<file path="src/rtl/mdu_if.sv">
// mdu_if: pipeline-to-MDU handshake, operands, mthi/mtlo writes and HI/LO results
interface mdu_if #(parameter int WIDTH = 32) ();
  logic             start;
  logic [1:0]       md_op;
  logic [WIDTH-1:0] a;
  logic [WIDTH-1:0] b;
  logic             hi_we;
  logic             lo_we;
  logic [WIDTH-1:0] wdata;
  logic             busy;
  logic             done;
  logic             div_zero;
  logic [WIDTH-1:0] hi;
  logic [WIDTH-1:0] lo;
  modport master (output start, md_op, a, b, hi_we, lo_we, wdata,
                  input busy, done, div_zero, hi, lo);
  modport slave  (input start, md_op, a, b, hi_we, lo_we, wdata,
                  output busy, done, div_zero, hi, lo);
endinterface

</file>
<file path="src/rtl/mdu_ctrl.sv">
// mdu_ctrl: iterative shift-add multiplier / restoring divider owning HI/LO.
// Define MDU_DIVZERO_EN to short-circuit div/divu by zero with a div_zero pulse.
module mdu_ctrl #(parameter int WIDTH = 32) (
  input logic clk,
  input logic rst_n,
  mdu_if.slave bus
);
  localparam int CW = $clog2(WIDTH + 1);
  typedef enum logic [1:0] {IDLE, MUL, DIV, FIX} state_t;
  state_t             state, nxt;
  logic [2*WIDTH-1:0] acc, prod;
  logic [WIDTH-1:0]   opb, hi_r, lo_r, a_mag, b_mag, quo, rem;
  logic [WIDTH:0]     sum, shifted, diff;
  logic [CW-1:0]      cnt;
  logic               sa, sb, is_div, dz, done_r, dz_r;
  logic               a_neg, b_neg, ge, last, dz_start;
  assign bus.busy     = state != IDLE;
  assign bus.done     = done_r;
  assign bus.div_zero = dz_r;
  assign bus.hi       = hi_r;
  assign bus.lo       = lo_r;
  always_comb begin
    a_neg   = bus.md_op[0] & bus.a[WIDTH-1];
    b_neg   = bus.md_op[0] & bus.b[WIDTH-1];
    a_mag   = a_neg ? -bus.a : bus.a;
    b_mag   = b_neg ? -bus.b : bus.b;
`ifdef MDU_DIVZERO_EN
    dz_start = bus.md_op[1] && bus.b == '0;
`else
    dz_start = 1'b0;
`endif
    last    = cnt == CW'(WIDTH - 1);
    // acc holds {partial product, multiplier} for MUL and {remainder, dividend/quotient} for DIV
    sum     = {1'b0, acc[2*WIDTH-1:WIDTH]} + (acc[0] ? {1'b0, opb} : '0);
    shifted = {acc[2*WIDTH-1:WIDTH], acc[WIDTH-1]};
    ge      = shifted >= {1'b0, opb};
    diff    = shifted - {1'b0, opb};
    prod    = (sa ^ sb) ? -acc : acc;
    quo     = (sa ^ sb) ? -acc[WIDTH-1:0] : acc[WIDTH-1:0];
    rem     = sa ? -acc[2*WIDTH-1:WIDTH] : acc[2*WIDTH-1:WIDTH];
    nxt     = state;
    unique case (state)
      IDLE:     nxt = !bus.start ? IDLE : dz_start ? FIX : bus.md_op[1] ? DIV : MUL;
      MUL, DIV: nxt = last ? FIX : state;
      FIX:      nxt = IDLE;
      default:  nxt = IDLE;
    endcase
  end
  always_ff @(posedge clk or negedge rst_n)
    if (!rst_n) state <= IDLE;
    else state <= nxt;
  always_ff @(posedge clk or negedge rst_n) begin
    if (!rst_n) begin
      acc    <= '0;
      opb    <= '0;
      hi_r   <= '0;
      lo_r   <= '0;
      cnt    <= '0;
      sa     <= 1'b0;
      sb     <= 1'b0;
      is_div <= 1'b0;
      dz     <= 1'b0;
      done_r <= 1'b0;
      dz_r   <= 1'b0;
    end else begin
      done_r <= 1'b0;
      dz_r   <= 1'b0;
      unique case (state)
        IDLE: begin
          if (bus.start) begin
            acc    <= {{WIDTH{1'b0}}, a_mag};
            opb    <= b_mag;
            sa     <= a_neg;
            sb     <= b_neg;
            is_div <= bus.md_op[1];
            dz     <= dz_start;
            cnt    <= '0;
          end else begin
            if (bus.hi_we) hi_r <= bus.wdata;
            if (bus.lo_we) lo_r <= bus.wdata;
          end
        end
        MUL: begin
          acc <= {sum, acc[WIDTH-1:1]};
          cnt <= cnt + CW'(1);
        end
        DIV: begin
          acc <= {ge ? diff[WIDTH-1:0] : shifted[WIDTH-1:0], acc[WIDTH-2:0], ge};
          cnt <= cnt + CW'(1);
        end
        FIX: begin
          done_r <= 1'b1;
          dz_r   <= dz;
          if (!dz) {hi_r, lo_r} <= is_div ? {rem, quo} : prod;
        end
        default: ;
      endcase
    end
  end
endmodule

</file>
<file path="src/flat_wrapper.sv">
// flat-port wrapper written by rule: the top's interface ports become plain ports
module mdu_ctrl_flat 
#(parameter int WIDTH = 32)
  (clk, rst_n, bus_start, bus_md_op, bus_a, bus_b, bus_hi_we, bus_lo_we, bus_wdata, bus_busy, bus_done, bus_div_zero, bus_hi, bus_lo);
  mdu_if #(.WIDTH(WIDTH)) bus_i ();
  input logic clk;
  input logic rst_n;
  input wire logic [$bits(bus_i.start)-1:0] bus_start;
  input wire logic [$bits(bus_i.md_op)-1:0] bus_md_op;
  input wire logic [$bits(bus_i.a)-1:0] bus_a;
  input wire logic [$bits(bus_i.b)-1:0] bus_b;
  input wire logic [$bits(bus_i.hi_we)-1:0] bus_hi_we;
  input wire logic [$bits(bus_i.lo_we)-1:0] bus_lo_we;
  input wire logic [$bits(bus_i.wdata)-1:0] bus_wdata;
  output wire logic [$bits(bus_i.busy)-1:0] bus_busy;
  output wire logic [$bits(bus_i.done)-1:0] bus_done;
  output wire logic [$bits(bus_i.div_zero)-1:0] bus_div_zero;
  output wire logic [$bits(bus_i.hi)-1:0] bus_hi;
  output wire logic [$bits(bus_i.lo)-1:0] bus_lo;
  assign bus_i.start = bus_start;
  assign bus_i.md_op = bus_md_op;
  assign bus_i.a = bus_a;
  assign bus_i.b = bus_b;
  assign bus_i.hi_we = bus_hi_we;
  assign bus_i.lo_we = bus_lo_we;
  assign bus_i.wdata = bus_wdata;
  assign bus_busy = bus_i.busy;
  assign bus_done = bus_i.done;
  assign bus_div_zero = bus_i.div_zero;
  assign bus_hi = bus_i.hi;
  assign bus_lo = bus_i.lo;
  mdu_ctrl #(.WIDTH(WIDTH)) u_core (.clk(clk), .rst_n(rst_n), .bus(bus_i));
endmodule
</file>
<file path="config.mk">
export PLATFORM = sky130hd
export DESIGN_NAME = mdu_ctrl_flat
export DESIGN_NICKNAME = d
export VERILOG_FILES = /design/src/rtl/mdu_if.sv /design/src/rtl/mdu_ctrl.sv /design/src/flat_wrapper.sv
export SDC_FILE = /design/constraint.sdc
export NUM_CORES = 1
export LEC_CHECK = 0
export BUFFER_PORTS_ARGS = -buffer_cell sky130_fd_sc_hd__buf_2
export CAP_MARGIN = 20
export CORE_UTILIZATION = 52
export CTS_CLUSTER_DIAMETER = 60
export DETAILED_ROUTE_END_ITERATION = 6
export PLACE_DENSITY = 0.72
export SYNTH_ARGS = -nofsm -noshare
export SYNTH_HDL_FRONTEND = slang
export SYNTH_SLANG_ARGS = --single-unit
</file>
<file path="constraint.sdc">
create_clock -name clk -period 7 [get_ports clk]
set_input_delay 1.4 -clock clk [delete_from_list [all_inputs] [get_ports clk]]
set_output_delay 1.4 -clock clk [all_outputs]
set_load 0.02 [all_outputs]
</file>
==> run_summary.xml <==
<?xml version="1.0" encoding="UTF-8"?>
<metrics>
  <group name="sta">
    <metric name="rsz0062_at_grt" unit="">no</metric>
    <metric name="setup_ws" unit="ps">2603</metric>
    <metric name="worst_hold_slack" unit="ps">477.5</metric>
    <metric name="report.final.hold_viol_count" unit="">0</metric>
    <metric name="timing.max_slew.rel_slack" unit="">0.2889</metric>
    <metric name="setup-violations-final" unit="">0</metric>
    <metric name="min_period_over_period" unit="">0.6281</metric>
    <metric name="final_max_slew_viol_count" unit="">0</metric>
    <metric name="least_margin_pin_slew" unit="ps">1067</metric>
    <metric name="fin_crit" unit="ps">4397</metric>
    <metric name="highest_clock_frequency_the_design_can_meet" unit="MHz">227.4</metric>
    <metric name="setup-tns-final" unit="ps">0</metric>
    <metric name="finalClockSkew" unit="ps">16.42</metric>
  </group>
  <group name="cts">
    <metric name="tritoncts_clock_tree" unit="">built</metric>
    <metric name="worst_skew_pair.late_latency" unit="ps">450</metric>
    <metric name="number_of_buffers_between_clock_root_and_the_deepest_sink" unit="">2</metric>
    <metric name="cts.root.buffer_cell" unit="">clkbuf_16</metric>
    <metric name="cts-buffers-inserted" unit="">17</metric>
    <metric name="postCtsResizedCells" unit="">0</metric>
    <metric name="cts_setup_buffers" unit="">0</metric>
    <metric name="cts.sink_count" unit="">172</metric>
    <metric name="clk_transition_reported_paths" unit="ps">90</metric>
    <metric name="post_cts_hold_buffer_count" unit="">0</metric>
    <metric name="cts-htree-levels" unit="">4</metric>
  </group>
  <group name="place">
    <metric name="pre_cts_ws" unit="ps">2733</metric>
    <metric name="dpl.cell_count" unit="">2268</metric>
    <metric name="portBuffers" unit="">168</metric>
    <metric name="gp_congestion" unit="">0.9448</metric>
    <metric name="place.detailed.hpwl" unit="mm">33.96</metric>
    <metric name="placed_area" unit="µm²">15350</metric>
  </group>
  <group name="routing">
    <metric name="detailedRoute.firstIterationViolations" unit="">1387</metric>
    <metric name="detailroute.via_count" unit="">13990</metric>
    <metric name="drc_errors" unit="">0</metric>
    <metric name="detail-route-antenna-nets" unit="">0</metric>
    <metric name="vias_per_cell" unit="">6.084</metric>
    <metric name="first_pass_iters" unit="">6</metric>
    <metric name="route.detailed.wl_per_inst" unit="µm">19.59</metric>
    <metric name="wirelength" unit="mm">45.06</metric>
  </group>
  <group name="power">
    <metric name="power.sequential.fraction" unit="">0.220</metric>
    <metric name="power.switching_fraction" unit="">0.5495</metric>
    <metric name="power.net_switching" unit="mW">5.202</metric>
    <metric name="combPwrFrac" unit="">0.672</metric>
    <metric name="ir_drop" unit="mV">0.5583</metric>
    <metric name="p_leak" unit="nW">7.339</metric>
    <metric name="clkPwrFrac" unit="">0.108</metric>
    <metric name="power" unit="mW">9.466</metric>
    <metric name="internal_power" unit="mW">4.265</metric>
    <metric name="cellPowerDensity" unit="nW/µm²">592.6</metric>
  </group>
  <group name="worst_setup_path">
    <metric name="setup.worst_path.end_class" unit="">register</metric>
    <metric name="reg2reg_from" unit="">u_core.acc[0]</metric>
    <metric name="crit_path_max_fanout" unit="">31</metric>
    <metric name="critical_path.cell_chain" unit="">inv_1 &gt; buf_4 &gt; nor2_1 &gt; ha_1 &gt; a21o_1 &gt; nand4_1 &gt; a21oi_1 &gt; o211ai_1 &gt; o21ai_0 &gt; and4_1 &gt; nor2_1 &gt; o41ai_1 &gt; xnor2_1 &gt; o21ai_0</metric>
    <metric name="crit_type" unit="">reg -&gt; reg</metric>
    <metric name="ff2ff_setup_slack" unit="ps">2600</metric>
    <metric name="crit_arrival" unit="ps">4670</metric>
    <metric name="r2r-end" unit="">u_core.acc[60]</metric>
    <metric name="cp_bufs_invs" unit="">2</metric>
    <metric name="start_kind" unit="">register</metric>
    <metric name="max_stage_delay" unit="ps">560</metric>
    <metric name="worst_r2r_path_depth" unit="">14</metric>
    <metric name="crit_required" unit="ps">7280</metric>
    <metric name="path_delay_family" unit="">compound AO/OA/AOI/OAI gates</metric>
    <metric name="crit_path_top_delay_cell" unit="">o21ai_0</metric>
  </group>
  <group name="logic_synthesis">
    <metric name="post_synth.cell_area_avg" unit="µm²">7.902</metric>
    <metric name="ys_ff_latch" unit="">172</metric>
    <metric name="postSynth.topFlopCell" unit="">dfrtp_1</metric>
    <metric name="synthesis.area" unit="µm²">14410</metric>
    <metric name="synth.top_cells.by_count" unit="">224 x nand2_1, 194 x o21ai_0, 185 x nor2_1, 172 x dfrtp_1, 128 x a21oi_1</metric>
    <metric name="synth_cell_type_count" unit="">79</metric>
    <metric name="synth_sequential_area_ratio" unit="">0.2988</metric>
    <metric name="synth_area_leaders" unit="">dfrtp_1 30%, o21ai_0 6.7%, ha_1 6.4%</metric>
    <metric name="async_flop_share" unit="">1.000</metric>
    <metric name="post-synth-top-count-cell" unit="">nand2_1</metric>
    <metric name="yosys.area.top_type" unit="">dfrtp_1</metric>
    <metric name="synth_top_cell_area_share" unit="">0.2988</metric>
    <metric name="syn-instance-count" unit="">1823</metric>
    <metric name="synth.net_count" unit="">2002</metric>
    <metric name="synth-edff-count" unit="">0</metric>
    <metric name="synth_warnings" unit="">0</metric>
  </group>
  <group name="cells_and_area">
    <metric name="area_delta_synth_final" unit="%">10.90</metric>
    <metric name="drive_above_1_share" unit="">0.1281</metric>
    <metric name="final_core_utilization" unit="">0.5895</metric>
    <metric name="postLayoutCellArea" unit="µm²">15980</metric>
    <metric name="nets" unit="">2094</metric>
    <metric name="stdcell_count" unit="">2300</metric>
    <metric name="n_antenna_cell" unit="">0</metric>
  </group>
  <group name="grt">
    <metric name="grt.total_usage" unit="">0.3180</metric>
    <metric name="number_of_global_route_vias_before_repair" unit="">12940</metric>
    <metric name="globalRoute.totalOverflow" unit="">0</metric>
    <metric name="grt_max_degree" unit="">102</metric>
    <metric name="global_route_wire_length_before_repair" unit="mm">70.98</metric>
    <metric name="antenna_found_initial" unit="">0</metric>
  </group>
  <group name="min_path">
    <metric name="terminating_pin_of_the_worst_hold_path" unit="">u_core.bus.lo[10]</metric>
    <metric name="hold-path-cell-count" unit="">2</metric>
    <metric name="min-delay-start" unit="">u_core.bus.lo[10]</metric>
    <metric name="min-delay-path-class" unit="">reg -&gt; reg</metric>
  </group>
  <group name="die">
    <metric name="die_w" unit="µm">168.4</metric>
    <metric name="floorplan.die.height" unit="µm">168.4</metric>
    <metric name="floorplan.rows" unit="">60</metric>
    <metric name="fp.dieArea" unit="µm²">28370</metric>
    <metric name="top_ports" unit="">170</metric>
    <metric name="core_area" unit="µm²">27100</metric>
    <metric name="initial_utilization" unit="">0.5315</metric>
  </group>
  <group name="run">
    <metric name="timing.max_cap.violations" unit="">0</metric>
  </group>
  <group name="status">
    <metric name="status" unit="">completed</metric>
  </group>
</metrics>
-- power by group through the flow --
stage	combinational, mW	clock, mW	sequential, mW
global route	6.94	1.07	2.14
finish	6.36	1.02	2.08
global placement	6.14	0	2.06
CTS	6.24	1.03	2.06
detailed placement	6.20	0	2.08
floorplan	4.52	0	2.05
-- metal layers --
layer	wire, µm	GRT usage	vias up
met5	0	0	-
met4	1105	0.09684	0
met3	3655	0.06653	68
met2	18990	0.4557	583
met1	21310	0.4751	6606
li1	-	-	6737
-- kinds of logic after synthesis --
logic type	share of synthesized area
AND/OR/NAND/NOR	0.1920
adder cells (fa/ha/maj)	0.06705
flip-flops	0.2988
multiplexers	0.01876
buffers and inverters	0.05177
XOR/XNOR	0.1082
other	0.0002603
AO/OA/AOI/OAI	0.2632
-- registers in the layout, indices dropped and copies added (netlist names) --
signal           count
u_core.acc          64
u_core.bus.hi       32
u_core.bus.lo       32
u_core.opb          32
u_core.cnt           6
u_core.state         2
u_core.bus.done      1
u_core.is_div        1
u_core.sa            1
u_core.sb            1
-- worst max path at each step --
stage	start	endpoint	slack, ps	cells after the start
2_1_floorplan	bus_b[2]	u_core.opb[29]	3280	10
3_3_place_gp	bus_b[2]	u_core.opb[29]	2830	11
3_5_place_dp	bus_b[2]	u_core.opb[29]	2730	11
4_1_cts	u_core.acc[0]	u_core.acc[60]	2760	14
5_1_grt	u_core.acc[32]	u_core.acc[45]	2470	12
6_report	u_core.acc[0]	u_core.acc[60]	2600	14
-- worst reg2reg max path: stages (launching register included) --
cell and delay (ps):
dfrtp_1 510, inv_1 140, buf_4 350, nor2_1 160, ha_1 310, a21o_1 140
nand4_1 160, a21oi_1 370, o211ai_1 220, o21ai_0 560, and4_1 390, nor2_1 140
o41ai_1 500, xnor2_1 190, o21ai_0 110
-- layout by cell type (no fill, tap or decap), types with 23 or more instances in the layout --
master	n
ha_1	73
nor2_1	185
nor3_1	23
a21o_1	53
xor2_1	88
o31ai_1	44
xnor2_1	89
a211oi_1	31
buf_2	167
a221oi_1	31
nand2_1	223
o21ai_0	194
a21oi_1	127
inv_1	58
dfrtp_1	172
nand3_1	35
-- area by class of cell --
class	count	area, µm²
multi-input combinational	1483	9399
tap	372	465.4
sequential	172	4304
fill	2504	11130
clock inverter	15	203.9
timing repair buffer	183	959.7
clock buffer	17	425.4
inverter	58	217.7
Note: power is estimated with default switching activity, not from simulation.
